===== src/rtl/rgst_file.sv =====
// rgst_file: parametrised register file with byte-masked write, two registered
// read ports and a pointer-swapped shadow bank for interrupt/context save.
//
// Parameters
//   WIDTH     data width in bits (multiple of 8)
//   DEPTH     words per bank (power of two, >= 2)
//   AW        address width, derived from DEPTH
//   RESET_VAL value loaded into every word of both banks on reset
//   BYPASS    1 = write-first on same-address read, 0 = read-first
//   R0_ZERO   1 = address 0 always reads as zero and ignores writes
//
// Ports
//   clk, rst           clock; synchronous active-high reset
//   we, waddr, wdata   write port (active bank)
//   wmask              byte enables, bit i covers wdata[8i+7:8i]
//   rd_en              update enable for both read registers
//   raddr_a, raddr_b   read addresses
//   rdata_a, rdata_b   registered read data (1-cycle latency)
//   swap               exchange active and shadow banks
//   bank               index of the active bank
module rgst_file #(
    parameter int                WIDTH     = 16,
    parameter int                DEPTH     = 8,
    parameter int                AW        = $clog2(DEPTH),
    parameter logic [WIDTH-1:0]  RESET_VAL = '0,
    parameter bit                BYPASS    = 1'b1,
    parameter bit                R0_ZERO   = 1'b1
) (
    input  logic               clk,
    input  logic               rst,
    input  logic               we,
    input  logic [AW-1:0]      waddr,
    input  logic [WIDTH-1:0]   wdata,
    input  logic [WIDTH/8-1:0] wmask,
    input  logic               rd_en,
    input  logic [AW-1:0]      raddr_a,
    input  logic [AW-1:0]      raddr_b,
    output logic [WIDTH-1:0]   rdata_a,
    output logic [WIDTH-1:0]   rdata_b,
    input  logic               swap,
    output logic               bank
);

    localparam int NB = WIDTH / 8;

    logic [WIDTH-1:0] mem [2][DEPTH];
    logic             bank_q;
    logic [WIDTH-1:0] rdata_a_q;
    logic [WIDTH-1:0] rdata_b_q;

    logic [WIDTH-1:0] wr_old;
    logic [WIDTH-1:0] wr_new;
    logic             wr_ok;
    logic [WIDTH-1:0] rd_a;
    logic [WIDTH-1:0] rd_b;

    // Word as it will look after this cycle's write: written bytes from
    // wdata, the rest from the current contents.
    always_comb begin
        wr_old = mem[bank_q][waddr];
        wr_new = wr_old;
        for (int i = 0; i < NB; i++) begin
            if (wmask[i]) begin
                wr_new[8*i +: 8] = wdata[8*i +: 8];
            end
        end
    end

    // Address 0 is read-only when hardwired to zero; an all-zero mask
    // leaves the word untouched, so it is not treated as a write.
    always_comb begin
        wr_ok = we && (|wmask);
        if (R0_ZERO && (waddr == '0)) begin
            wr_ok = 1'b0;
        end
    end

    // Read-side selection. Both ports sample the pre-swap active bank.
    // With bypass, a same-address write is forwarded as the merged word.
    always_comb begin
        rd_a = mem[bank_q][raddr_a];
        if (BYPASS && wr_ok && (waddr == raddr_a)) begin
            rd_a = wr_new;
        end
        if (R0_ZERO && (raddr_a == '0)) begin
            rd_a = '0;
        end
    end

    always_comb begin
        rd_b = mem[bank_q][raddr_b];
        if (BYPASS && wr_ok && (waddr == raddr_b)) begin
            rd_b = wr_new;
        end
        if (R0_ZERO && (raddr_b == '0)) begin
            rd_b = '0;
        end
    end

    // Storage: the write targets the bank that is active before any swap
    // in the same cycle, so it ends up in the shadow bank after the swap.
    always_ff @(posedge clk) begin
        if (rst) begin
            for (int b = 0; b < 2; b++) begin
                for (int i = 0; i < DEPTH; i++) begin
                    mem[b][i] <= RESET_VAL;
                end
            end
        end else if (wr_ok) begin
            mem[bank_q][waddr] <= wr_new;
        end
    end

    // Bank pointer and read registers.
    always_ff @(posedge clk) begin
        if (rst) begin
            bank_q    <= 1'b0;
            rdata_a_q <= '0;
            rdata_b_q <= '0;
        end else begin
            if (swap) begin
                bank_q <= ~bank_q;
            end
            if (rd_en) begin
                rdata_a_q <= rd_a;
                rdata_b_q <= rd_b;
            end
        end
    end

    assign rdata_a = rdata_a_q;
    assign rdata_b = rdata_b_q;
    assign bank    = bank_q;

endmodule


===== config.mk =====
export PLATFORM = sky130hd
export DESIGN_NAME = rgst_file
export DESIGN_NICKNAME = d
export VERILOG_FILES = /design/src/rtl/rgst_file.sv
export SDC_FILE = /design/constraint.sdc
export NUM_CORES = 1
export LEC_CHECK = 0
export ABC_AREA = 1
export CAP_MARGIN = 20
export CORE_UTILIZATION = 56
export CTS_CLUSTER_DIAMETER = 80
export DETAILED_ROUTE_END_ITERATION = 6
export PLACE_DENSITY = 0.86
export SLEW_MARGIN = 40
export SYNTH_ARGS = -nofsm -noshare
export SYNTH_HDL_FRONTEND = slang
export SYNTH_SLANG_ARGS = --single-unit

===== constraint.sdc =====
create_clock -name clk -period 2.2 [get_ports clk]
set_input_delay 0.44 -clock clk [delete_from_list [all_inputs] [get_ports clk]]
set_output_delay 0.44 -clock clk [all_outputs]
set_load 0.01 [all_outputs]

==> flow_summary.json <==
{
  "die_y_um": 169,
  "arrival_ps": 2540,
  "outcome": "finished, final reports clean",
  "place_area_um2": 18000,
  "finalSetupViolCount": 0,
  "worst_pin_slew_ps": 701,
  "io-pin-count": 65,
  "numCtsBuffers": 31,
  "grt_antenna_before_repair": 1,
  "path_common_cell": "nand2_1",
  "drtPass1Iterations": 6,
  "powerDensity_nw_per_um2": 748,
  "yosysWarnings": 0,
  "fin_ws_ps": 26.1,
  "crit_type": "input port to register",
  "finalMaxSlewViolations": 0,
  "clockBufferDepth": 3,
  "grt_pass1_vias": 14700,
  "r2r_slack_ps": 60,
  "fmax_mhz": 460,
  "p_leak_nw": 8.37,
  "drive_gt1_share_pct": 14.4,
  "initial_utilization_pct": 57.6,
  "clk_pin_slew_ps": 60,
  "syn_area_per_cell_um2": 8.12,
  "min_path_type": "input port to register",
  "routed_wl_um": 59100,
  "grt_max_degree": 68,
  "viasPerCell": 6.09,
  "core_um2": 27300,
  "portBuffers": 64,
  "final_common_cell": "nand2_1",
  "maxCapViolations": 0,
  "yosysSeqAreaShare_pct": 53.3,
  "hold_viol": 0,
  "path_cells": "clkdlybuf4s50_1 > buf_4 > nand3_2 > inv_2 > nand2_1 > nand2_1 > nor2_1 > nand2_1 > o21bai_4 > buf_4 > nor2_2",
  "h-tree-depth": 1,
  "hold_start": "rst",
  "cp_data_required_time_ps": 2560,
  "gr-usage-all-layers_pct": 41.9,
  "critPathLaunchType": "input port",
  "critPathSlowestCell": "clkdlybuf4s50_1",
  "reg2reg_depth": 10,
  "synth_area_um2": 15700,
  "final_antenna_net_count": 0,
  "vdd_drop_max_mv": 0.599,
  "slowest_delay_ps": 630,
  "critPathMaxFanout": 13,
  "min_to": "mem[0][121]$_SDFFCE_PN0P_",
  "syn_inst": 1932,
  "post-place-ws_ps": -538,
  "cts_tree": "yes",
  "yosysUniqueCellTypes": 34,
  "drc": 0,
  "hold_depth": 2,
  "critical_path_buf_inv_count": 4,
  "die_w_um": 169,
  "ys_ff_latch": 290,
  "finalCritPeriodShare_pct": 98.8,
  "area_growth_pct": 21.2,
  "final_area_um2": 19000,
  "dieArea_um2": 28700,
  "finish.net_count": 2164,
  "dp_hpwl_um": 40900,
  "timing.rr.end": "mem[0][57]$_SDFFCE_PN0P_",
  "routedWlPerCell_um": 23.4,
  "fin_worst_skew_ps": 15.4,
  "clock_sinks": 290,
  "grt_pass1_wl_um": 88000,
  "cpLargestDelayFamily": "buffers and inverters",
  "setup.worst_path.end_class": "register",
  "drt_iter0_markers": 2357,
  "vias": 15400,
  "period_needed_ps": 2170,
  "clock_tree.root_cell": "clkbuf_16",
  "rows": 60,
  "final_cell_mix": "nand2_1, nand3_1, edfxtp_1",
  "gp_congestion": 1.04,
  "crit_start": "waddr[0]",
  "diodes": 0,
  "grt_overflow": 0,
  "clock_latency_ps": 580,
  "relSlewSlack_pct": 53.3
}
per-stage QoR:
step           cells  util [%]  hold slack [ps]  setup TNS, ps  total power, W
2_1_floorplan   1963         -              488          -5570         0.00804
3_3_place_gp    2469      66.1              454        -135480         0.00916
3_5_place_dp    2469      66.1              455        -163300         0.00921
4_1_cts         2526      69.6              407              0          0.0141
5_1_grt         2528      69.8              427          -79.2          0.0146
6_report        2528      69.8              401              0          0.0142
layer usage:
layer	share of wire, %	vias to the layer above	GRT usage, %
met5	0	-	0
met4	7.5	0	26.7
met3	16	333	12.0
met2	42	1327	62.0
met1	35	6932	54.2
li1	-	6792	-
where the power goes:
group	total (W)	leakage (nW)	switching [W]	internal, W
Combinational	0.00281	4.99	0.00184	0.000966
Clock	0.00498	0.471	0.00218	0.00280
Sequential	0.00643	2.91	0.000115	0.00632
layout make-up:
| type | instances | area (um2) |
|---|---|---|
| multi-input cells | 1520 | 6690 |
| flip-flops and latches | 290 | 8370 |
| clock buffers | 46 | 895 |
| repair buffers | 248 | 2380 |
| fillers | 2171 | 8230 |
| clock inverters | 11 | 58.8 |
| inverters | 41 | 160 |
| well taps | 372 | 465 |
worst max-delay path by stage:
stage	to	slack (ps)	cells after the start
finish	mem[1][25]$_DFFE_PP_	30	11
global route	mem[1][25]$_DFFE_PP_	-20	9
CTS	mem[1][79]$_DFFE_PP_	50	10
detailed placement	mem[1][79]$_DFFE_PP_	-540	10
global placement	mem[1][79]$_DFFE_PP_	-440	10
floorplan	mem[0][0]$_SDFFCE_PN0P_	-60	8
flip-flops by register name, summed over array words and instances, names as in the netlist, named ones only:
name / cells
mem: 256
rdata_a: 16
rdata_b: 16
bank: 1
synth_stat cells:
master,number,area (um2)
a21oi_1,61,305
and2_0,1,6.26
and2_1,9,56.3
buf_1,19,71.3
buf_2,28,140
buf_4,20,150
buf_6,13,146
clkbuf_1,32,120
clkinv_1,2,7.51
conb_1,1,3.75
dfxtp_1,34,681
edfxtp_1,256,7690
inv_1,30,113
inv_2,7,26.3
inv_4,2,12.5
nand2_1,746,2800
nand2_2,5,31.3
nand2_4,19,214
nand3_1,355,1780
nand3_2,13,130
nand3_4,2,35.0
nor2_1,237,890
nor2_2,5,31.3
nor2_4,3,33.8
nor2_8,1,20.0
nor3_1,1,5.00
nor3_2,1,10.0
o21ai_0,16,80.1
o21ai_1,1,5.00
o21ai_4,1,16.3
o21bai_4,1,18.8
o22ai_1,3,18.8
or2_2,5,31.3
xnor2_1,2,17.5
timing repair:
item,in CTS,in global routing
gates resized for setup,0,13
hold buffers,0,0
setup endpoints to repair,0,75
setup buffers,0,2
cells by family (layout without fill, tap and decap cells):
group | after synthesis | in the layout | share of synthesized area, %
other | 1 | 32 | 0.0239
AOI/OAI and AO/OA | 83 | 83 | 2.83
DFF | 290 | 290 | 53.3
and+or+nand+nor | 1403 | 1403 | 38.7
buffers and inverters | 153 | 346 | 5.02
xor gates and xnor gates | 2 | 2 | 0.112
Power figures use the tool's default switching activity.
